==> src/rtl/clock_pkg.sv <==
// Shared calendar constants and BCD digit helpers for the time/date counters.
package clock_pkg;

  localparam int SEC_MAX    = 59;
  localparam int MIN_MAX    = 59;
  localparam int HOUR_MAX   = 23;
  localparam int MON_MAX    = 12;
  localparam int DAY_MAX_28 = 28;
  localparam int DAY_MAX_29 = 29;
  localparam int DAY_MAX_30 = 30;
  localparam int DAY_MAX_31 = 31;

  typedef logic [3:0] bcd_t;

  function automatic bcd_t bcd_ones_of(int unsigned v);
    return bcd_t'(v % 10);
  endfunction

  function automatic bcd_t bcd_tens_of(int unsigned v);
    return bcd_t'((v / 10) % 10);
  endfunction

endpackage

==> src/rtl/bin2bcd_split.sv <==
// Combinational binary to two-digit BCD split; present only when MOD_COUNTER_BCD_EN is defined.
`ifdef MOD_COUNTER_BCD_EN
module bin2bcd_split
  import clock_pkg::*;
#(
  parameter int WIDTH = 6
) (
  input  logic [WIDTH-1:0] bin,
  output bcd_t             tens,
  output bcd_t             ones
);

  assign tens = bcd_tens_of(32'(bin));
  assign ones = bcd_ones_of(32'(bin));

endmodule
`endif

==> src/rtl/mod_counter_n.sv <==
// Up/down modulo counter with runtime maximum, clamped preset and wrap pulses.
// Optional BCD outputs are enabled with the macro MOD_COUNTER_BCD_EN.
module mod_counter_n
  import clock_pkg::*;
#(
  parameter int WIDTH   = 6,
  parameter int MIN_VAL = 0,
  parameter int DEF_MAX = 59
) (
  input  logic             clk,
  input  logic             clr,
  input  logic             en,
  input  logic             up,
  input  logic             load,
  input  logic [WIDTH-1:0] load_val,
  input  logic [WIDTH-1:0] max_val,
  output logic [WIDTH-1:0] data,
  output logic             carry,
  output logic             borrow,
  output logic [WIDTH-1:0] max_q,
  output logic             at_max
`ifdef MOD_COUNTER_BCD_EN
  ,
  output bcd_t             bcd_tens,
  output bcd_t             bcd_ones
`endif
);

  localparam logic [WIDTH-1:0] MIN_W = WIDTH'(MIN_VAL);
  localparam logic [WIDTH-1:0] DEF_W = WIDTH'(DEF_MAX);
  localparam logic [WIDTH-1:0] ONE_W = WIDTH'(1);

  logic [WIDTH-1:0] data_nxt;
  logic             carry_nxt;
  logic             borrow_nxt;
  logic             range_bad;

  assign range_bad = (max_val < MIN_W);
  assign at_max    = (data == max_val);

  // NOTE: every output of this block gets a default first so no path can infer a latch.
  always_comb begin
    data_nxt   = data;
    carry_nxt  = 1'b0;
    borrow_nxt = 1'b0;
    if (load) begin
      if (range_bad)               data_nxt = MIN_W;
      else if (load_val < MIN_W)   data_nxt = MIN_W;
      else if (load_val > max_val) data_nxt = max_val;
      else                         data_nxt = load_val;
    end else if (en) begin
      if (range_bad) begin
        data_nxt = MIN_W;
      end else if (up) begin
        // >= also catches a count left above a freshly shrunk maximum
        if (data >= max_val) begin
          data_nxt  = MIN_W;
          carry_nxt = 1'b1;
        end else begin
          data_nxt = data + ONE_W;
        end
      end else begin
        if (data <= MIN_W) begin
          data_nxt   = max_val;
          borrow_nxt = 1'b1;
        end else if (data > max_val) begin
          data_nxt = max_val;
        end else begin
          data_nxt = data - ONE_W;
        end
      end
    end
  end

`ifdef MOD_COUNTER_BCD_EN
  bcd_t tens_nxt;
  bcd_t ones_nxt;

  bin2bcd_split #(
    .WIDTH (WIDTH)
  ) u_bin2bcd_split (
    .bin  (data_nxt),
    .tens (tens_nxt),
    .ones (ones_nxt)
  );
`endif

  // NOTE: sequential state uses non-blocking assignments so every register samples pre-edge values.
  always_ff @(posedge clk) begin
    if (clr) begin
      data   <= MIN_W;
      carry  <= 1'b0;
      borrow <= 1'b0;
      max_q  <= DEF_W;
`ifdef MOD_COUNTER_BCD_EN
      bcd_tens <= bcd_tens_of(MIN_VAL);
      bcd_ones <= bcd_ones_of(MIN_VAL);
`endif
    end else begin
      data   <= data_nxt;
      carry  <= carry_nxt;
      borrow <= borrow_nxt;
      max_q  <= max_val;
`ifdef MOD_COUNTER_BCD_EN
      bcd_tens <= tens_nxt;
      bcd_ones <= ones_nxt;
`endif
    end
  end

endmodule
==> config.mk <==
export PLATFORM = sky130hd
export DESIGN_NAME = mod_counter_n
export DESIGN_NICKNAME = d
export VERILOG_FILES = /design/src/rtl/clock_pkg.sv /design/src/rtl/bin2bcd_split.sv /design/src/rtl/mod_counter_n.sv
export SDC_FILE = /design/constraint.sdc
export NUM_CORES = 1
export LEC_CHECK = 0
export ABC_AREA = 0
export CAP_MARGIN = 40
export CELL_PAD_IN_SITES_DETAIL_PLACEMENT = 1
export CELL_PAD_IN_SITES_GLOBAL_PLACEMENT = 1
export CORE_MARGIN = 2
export CORE_UTILIZATION = 47
export CTS_BUF_LIST = sky130_fd_sc_hd__clkbuf_4
export DETAILED_ROUTE_END_ITERATION = 7
export DONT_BUFFER_PORTS = 1
export PLACE_DENSITY_LB_ADDON = 0.1
export RECOVER_POWER = 25
export SYNTH_ARGS = -nofsm -noshare
export SYNTH_HDL_FRONTEND = slang
export SYNTH_SLANG_ARGS = --single-unit
==> constraint.sdc <==
create_clock -name clk -period 2.85 [get_ports clk]
set_input_delay 0.285 -clock clk [delete_from_list [all_inputs] [get_ports clk]]
set_output_delay 0.285 -clock clk [all_outputs]
set_load 0.02 [all_outputs]
==> results of run 1 <==
[metal layers]
| layer | vias up | part of all wire |
|---|---|---|
| met5 | - | 0 |
| met4 | 0 | 0.022 |
| met3 | 7 | 0.075 |
| met2 | 37 | 0.48 |
| met1 | 540 | 0.42 |
| li1 | 531 | - |
[cells by family after synthesis]
| family | synth area share |
|---|---|
| AND/OR/NAND/NOR | 0.226 |
| buffers and inverters | 0.0643 |
| flip-flops | 0.236 |
| multiplexers | 0.0443 |
| AO/OA/AOI/OAI | 0.228 |
| adder cells (fa/ha/maj) | 0.158 |
| XOR/XNOR | 0.0443 |
[state kept, by name, summed over array words and instances (netlist names)]
register and cells:
data 6, borrow 1, max_q 6, carry 1
[power breakdown]
part	total, mW	switching [mW]	leakage [nW]	internal, mW
combinational	0.255	0.153	0.425	0.102
clock	0.129	0.0784	0.0154	0.0511
sequential	0.236	0.0247	0.116	0.212
total	0.621	0.256	0.556	0.365
[worst max-delay path by stage]
stage                        from      end  slack (ps)  depth (start not counted)
final                     data[5]  data[0]         350                          7
after detailed placement  data[5]  data[5]         380                          7
after global placement    data[5]  data[0]         460                          7
after floorplan           data[5]  data[5]         640                          8
after global routing      data[0]  data[5]         200                          7
after CTS                 data[5]  data[5]         350                          7
[final cells by class]
class | instances | share of cell area
multi-input cells | 116 | 0.663
flip-flops and latches | 14 | 0.224
inverters | 11 | 0.0329
repair buffers | 5 | 0.0299
well taps | 30 | 0.0299
clock buffers | 3 | 0.0180
clock inverters | 1 | 0.00299
[cell usage in the layout, fill, tap and decap left out, types with 3 or more instances in the layout]
| cell type | instances |
|---|---|
| a211oi_1 | 3 |
| a21oi_1 | 8 |
| buf_4 | 5 |
| clkbuf_4 | 3 |
| dfxtp_1 | 14 |
| ha_1 | 15 |
| inv_1 | 11 |
| mux2i_1 | 3 |
| nand2_1 | 12 |
| nand3_1 | 8 |
| nand3b_1 | 3 |
| nor2_1 | 15 |
| o21ai_0 | 7 |
| o22ai_1 | 4 |
| xor2_1 | 4 |
[stage by stage]
stage,utilization,worst slack [ps]
6_report,0.515,348
5_1_grt,0.515,196
2_1_floorplan,-,636
3_5_place_dp,0.505,382
4_1_cts,0.515,354
3_3_place_gp,0.505,459
==> results.cfg, run 1 <==
[status]
status = complete, no violations

[floorplan]
initial_core_util = 0.488
die_h_um = 54.3
die_area_sq_um = 2940
io_pins = 32
core_sq_um = 2430
die_width_um = 54.3
rows = 18

[min_path]
worstHoldEndpoint = data[5]
hold_class = primary input to register
worstHoldStart = clr
min_path_cells = 1

[drt]
dr.pass1.iters = 4
routedWlPerCell_um = 19.7
post-route-drc-count = 0
routed-via-count = 1115
vias_per_cell = 6.19
ant_nets = 0
drt_wl_total_um = 3550
drt-initial-drc-count = 11

[setup_path]
endpoint_kind = register
worst_r2r_path_depth = 7
cp-start-kind = register
path_cells = ha_1, a21oi_1, o21ai_1, or4b_1, o21ai_2, mux2i_1, a211oi_1
crit-reg2reg-launch = data[5]
reg2reg_to = data[0]
cpPeakStageDelay_ps = 720
crit_family = simple AND/OR/NAND/NOR gates
crit_fanout = 7
reg2reg_slack_ps = 350
cpMaxStageDelayCell = or4b_1
path_buf_inv = 0
worstPathArrival_ps = 2730
worstPathRequired_ps = 3080
critPathKind = register to register

[synthesis]
synth_area_leaders = dfxtp_1 (24%), ha_1 (16%), nor2_1 (4.7%), nand2_1 (3.8%), inv_1 (3.5%)
ys_ff_latch = 14
synthTopCellsByCount = ha_1 (15), nor2_1 (15), dfxtp_1 (14)
syn_inst = 148
ys_seq_area_frac = 0.236
yosysTopAreaCell = dfxtp_1
syn_nets = 180
ys_warn_count = 0
synth_area_sq_um = 1190
postSynthAreaPerCell_sq_um = 8.02
synthArstFlopShare = 0
synth_cell_type_count = 42
synth_top_flop_cell = dfxtp_1
synth_top_area_frac = 0.236
synth_edf_count = 0

[grt]
grt_pass1_wl_um = 5500
grt_usage = 0.270
antenna_found_initial = 0
busiest_layer = met2
first_global_vias = 1137
grt_max_degree = 13
grt_overflow = 0
met2_usage = 0.462
grt.met1_usage = 0.331
gr-usage-met3 = 0.0464

[cells_and_area]
drive_gt1_frac = 0.120
insertedDiodeCount = 0
nNetsFinal = 183
areaGrowthSynthToFinish_pct = 5.58
stdcell_area_sq_um = 1250
nFillCells = 315
fin_cells = 180
multiInputGateArea_sq_um = 831
regArea_sq_um = 280

[timing]
hold_viol = 0
setup_tns_ps = 0
setup_viol = 0
max-slew-margin-rel = 0.683
fmax_mhz = 400
min_period_ps = 2500
period_share = 0.878
tightest_slew_ps = 472
grt_setup_unrepaired = no
finalClockSkew_ps = 6.52
slew_viol_final = 0
hold_ws_ps = 39.5

[placed_design]
dp_hpwl_um = 2820
dp_cells = 176
routabilityCongestion = 0.880
port_buffers = 0
placed_cell_area_sq_um = 1230

[job]
cap_violations = 0

[cts]
numCtsBuffers = 3
htreeDepth = 1
cts_buffer_depth = 2
cts_tree = built
ctsHoldBuffers = 0
root_buffer = clkbuf_4
clk_pin_slew_worst_paths_ps = 100
ctsResizeCount = 0
clock-sinks = 14
postCtsSetupBuffers = 0
clkLatencyLatePin_ps = 300

[pwr]
power_uw = 621
ir_drop_v = 0.000354
p_leak_nw = 0.556
pwr_density_cell_nw_per_um2 = 495
Note: power is estimated with default switching activity, not from simulation.
==> run 2, diff against run 1 <==
CORE_UTILIZATION = 30   (was 47)
clock period = 3.25 ns   (was 2.85 ns; I/O delays follow)
==> results.cfg, run 2 (synthesized netlist as in run 1, its figures left out) <==
[timing]
min_period_ps = 2570
setup_viol = 0
finalClockSkew_ps = 16.9
hold_viol = 0
max-slew-margin-rel = 0.665
fmax_mhz = 389
period_share = 0.790
setup_tns_ps = 0
grt_setup_unrepaired = no
hold_ws_ps = 80.3
setup_slack_ps = 681
tightest_slew_ps = 499
slew_viol_final = 0

[placed_design]
routabilityCongestion = 0.776
dp_hpwl_um = 3010
port_buffers = 0
place_ws_ps = 712

[setup_path]
critPathKind = register to register
endpoint_kind = register
cp-start-kind = register
crit_fanout = 9
worst_r2r_path_depth = 7
crit_start = data[3]
crit-reg2reg-launch = data[3]
worstPathRequired_ps = 3440
worstPathArrival_ps = 2760

[grt]
met2_usage = 0.318
busiest_layer = met2
grt_max_degree = 13
grt_overflow = 0
grt.met1_usage = 0.223
first_global_vias = 1200
gr-usage-met3 = 0.0473
grt_pass1_wl_um = 6080
grt_usage = 0.190
antenna_found_initial = 0

[min_path]
worstHoldStart = clr
min_path_cells = 1
hold_class = primary input to register

[drt]
drt-initial-drc-count = 23
vias_per_cell = 5.62
routed-via-count = 1102
ant_nets = 0
routedWlPerCell_um = 18.7
drt_wl_total_um = 3670
post-route-drc-count = 0
dr.pass1.iters = 4

[pwr]
pwr_density_cell_nw_per_um2 = 425
power_uw = 536
p_leak_nw = 0.546
ir_drop_v = 0.000138

[cts]
ctsResizeCount = 0
clk_pin_slew_worst_paths_ps = 110
numCtsBuffers = 3
root_buffer = clkbuf_4
htreeDepth = 1
cts_tree = built
clock-sinks = 14
cts_buffer_depth = 2
clkLatencyLatePin_ps = 290
postCtsSetupBuffers = 0
ctsHoldBuffers = 0

[cells_and_area]
drive_gt1_frac = 0.108
layout_common_cells = nor2_1 (15), ha_1 (15), dfxtp_1 (14), nand2_1 (12), inv_1 (11)
nFillCells = 469
multiInputGateArea_sq_um = 831
reg_top3 = data: 6 flops, max_q: 6 flops
regArea_sq_um = 280
insertedDiodeCount = 0
nNetsFinal = 181
final_core_util = 0.337
areaGrowthSynthToFinish_pct = 6.22

[floorplan]
core_sq_um = 3740
die_h_um = 66.9
rows = 22
initial_core_util = 0.317
io_pins = 32
die_width_um = 66.9
die_area_sq_um = 4480

[status]
status = complete, no violations

[job]
cap_violations = 0
[run 2: per-layer routing]
layer / routed length [um] / part of all wire
met1: 1610 / 0.44
met2: 1730 / 0.47
met3: 221 / 0.060
met4: 112 / 0.031
met5: 0 / 0
[run 2: cell type report]
| class | count | share of cell area |
|---|---|---|
| Clock buffer | 3 | 0.0179 |
| Clock inverter | 1 | 0.00298 |
| Tap cell | 48 | 0.0476 |
| Multi-Input combinational cell | 116 | 0.659 |
| Timing Repair Buffer | 3 | 0.0179 |
| Sequential cell | 14 | 0.222 |
| Inverter | 11 | 0.0327 |
[run 2: power breakdown]
group | total, mW | internal, mW | leakage [nW] | switching, mW
sequential | 0.219 | 0.186 | 0.116 | 0.0332
clock | 0.109 | 0.0446 | 0.0154 | 0.0647
combinational | 0.207 | 0.0852 | 0.415 | 0.122
[run 2: critical path, stage by stage (launching register included)]
cell and delay, ps:
dfxtp_1 650, ha_1 350, and4_4 190, nand3_1 140, or4b_1 640, o21ai_2 180
mux2i_1 80, a211oi_1 250
[run 2: worst paths after layout]
| kind | end | slack (ps) |
|---|---|---|
| max | data[0] | 680 |
| min | max_q[2] | 80 |
| max reg2reg | data[0] | 680 |
| min reg2reg | data[5] | 710 |
[run 2: metrics by stage]
step / area [sq um] / instances
floorplan: 1190 / 148
global placement: 1230 / 192
detailed placement: 1230 / 192
CTS: 1260 / 196
global route: 1260 / 196
finish: 1260 / 196
==> run 3, diff against run 2 <==
clock period = 2.4 ns   (was 3.25 ns; I/O delays follow)
==> results.cfg, run 3 (synthesized netlist as in run 1, its figures left out) <==
[floorplan]
die_area_sq_um = 4480
die_width_um = 66.9
core_sq_um = 3740
die_h_um = 66.9
initial_core_util = 0.317
io_pins = 32
rows = 22

[timing]
setup_viol = 0
max-slew-margin-rel = 0.576
setup_tns_ps = 0
hold_viol = 0
finalClockSkew_ps = 11.2
hold_ws_ps = 41.8
slew_viol_final = 0
tightest_slew_ps = 621
min_period_ps = 2180
fmax_mhz = 458
setup_slack_ps = 217
grt_setup_unrepaired = no
period_share = 0.910

[pwr]
ir_drop_v = 0.000154
seq_power_share = 0.359
power_frac_comb = 0.443
pwr_density_cell_nw_per_um2 = 566
internal-power_uw = 447
clockPowerShare = 0.197
p_sw_uw = 304
switching_share = 0.405
p_leak_nw = 0.584

[drt]
vias_per_cell = 5.53
routed-via-count = 1129
ant_nets = 0
drt-initial-drc-count = 87
post-route-drc-count = 0
drt_wl_total_um = 3780
routedWlPerCell_um = 18.5
dr.pass1.iters = 4

[setup_path]
cpPeakStageDelay_ps = 650
crit_fanout = 7
cp-start-kind = register
worstPathRequired_ps = 2600
crit-reg2reg-launch = data[1]
crit_path_end = data[5]
worst_r2r_path_depth = 7
cpMaxStageDelayCell = or4b_1
worstPathArrival_ps = 2380
path_cells = ha_1, nor2b_1, o21a_4, or4b_1, nor2_4, o2bb2ai_1, a311oi_1
crit_start = data[1]
reg2reg_slack_ps = 220
reg2reg_to = data[5]
critPathKind = register to register
endpoint_kind = register

[cells_and_area]
layout_common_cells = nor2_1 (15), ha_1 (15), dfxtp_1 (14), nand2_1 (12), inv_1 (11)
nFillCells = 462
drive_gt1_frac = 0.141
areaGrowthSynthToFinish_pct = 11.7
nNetsFinal = 189
reg_top3 = data: 6 flops, max_q: 6 flops
insertedDiodeCount = 0
fin_cells = 204
final_core_util = 0.354

[job]
cap_violations = 0

[placed_design]
routabilityCongestion = 0.788
place_ws_ps = 227
dp_hpwl_um = 3000
dp_cells = 198
port_buffers = 0

[cts]
clkLatencyLatePin_ps = 290
clk_pin_slew_worst_paths_ps = 100
cts_buffer_depth = 2
cts_tree = built
clock-sinks = 14
numCtsBuffers = 3
postCtsSetupBuffers = 0
root_buffer = clkbuf_4
htreeDepth = 1

[grt]
grt_overflow = 0
antenna_found_initial = 0
grt_pass1_wl_um = 6130
first_global_vias = 1197
grt_usage = 0.186
grt_max_degree = 13

[status]
status = complete, no violations

[min_path]
hold_class = primary input to register
run 3: area by class of cell:
| class | count | area (sq um) | share of cell area |
|---|---|---|---|
| repair buffers | 11 | 87.6 | 0.0660 |
| flip-flops and latches | 14 | 280 | 0.211 |
| multi-input cells | 116 | 831 | 0.626 |
| inverters | 11 | 41.3 | 0.0311 |
| clock buffers | 3 | 22.5 | 0.0170 |
| well taps | 48 | 60.1 | 0.0453 |
| clock inverters | 1 | 3.75 | 0.00283 |
run 3: repair_timing:
| action | in CTS | in global routing |
|---|---|---|
| endpoints found under the hold margin | 2 | 1 |
| resized for setup | 0 | 0 |
| setup endpoints to repair | 0 | 0 |
| hold buffers | 1 | 1 |
run 3: how the worst min path moves through the flow:
stage          startpoint       end  cells after the start
2_1_floorplan  max_val[0]  max_q[0]                      1
3_3_place_gp          clr  max_q[2]                      1
3_5_place_dp          clr  max_q[2]                      1
4_1_cts               clr   data[5]                      1
5_1_grt               clr  max_q[0]                      1
6_report              clr  max_q[0]                      1
run 3: power by group through the flow:
stage	registers, mW	clock network [mW]	logic [mW]
final	0.270	0.148	0.333
after global routing	0.272	0.170	0.368
after floorplan	0.299	0	0.216
after global placement	0.275	0	0.322
after detailed placement	0.275	0	0.329
after CTS	0.270	0.156	0.333
run 3: stage by stage:
stage,power (mW),area (sq um)
after CTS,0.760,1320
final,0.751,1330
after floorplan,0.515,1190
after global placement,0.598,1280
after global routing,0.811,1330
after detailed placement,0.605,1280
run 3: critical path: cells and delay by family (launching register included):
| family | cells | cell delay (ps) |
|---|---|---|
| AND/OR/NAND/NOR | 3 | 940 |
| flip-flops | 1 | 340 |
| AO/OA/AOI/OAI | 3 | 510 |
| adder cells (fa/ha/maj) | 1 | 280 |
run 3: metal layers:
metal  vias up  track usage  wire length [um]  part of all wire
met5         -            0                 0                 0
met2        31        0.311              1800              0.48
met4         0       0.0306                22            0.0058
li1        544            -                 -                 -
met3         2       0.0557               240             0.064
met1       552        0.238              1720              0.45
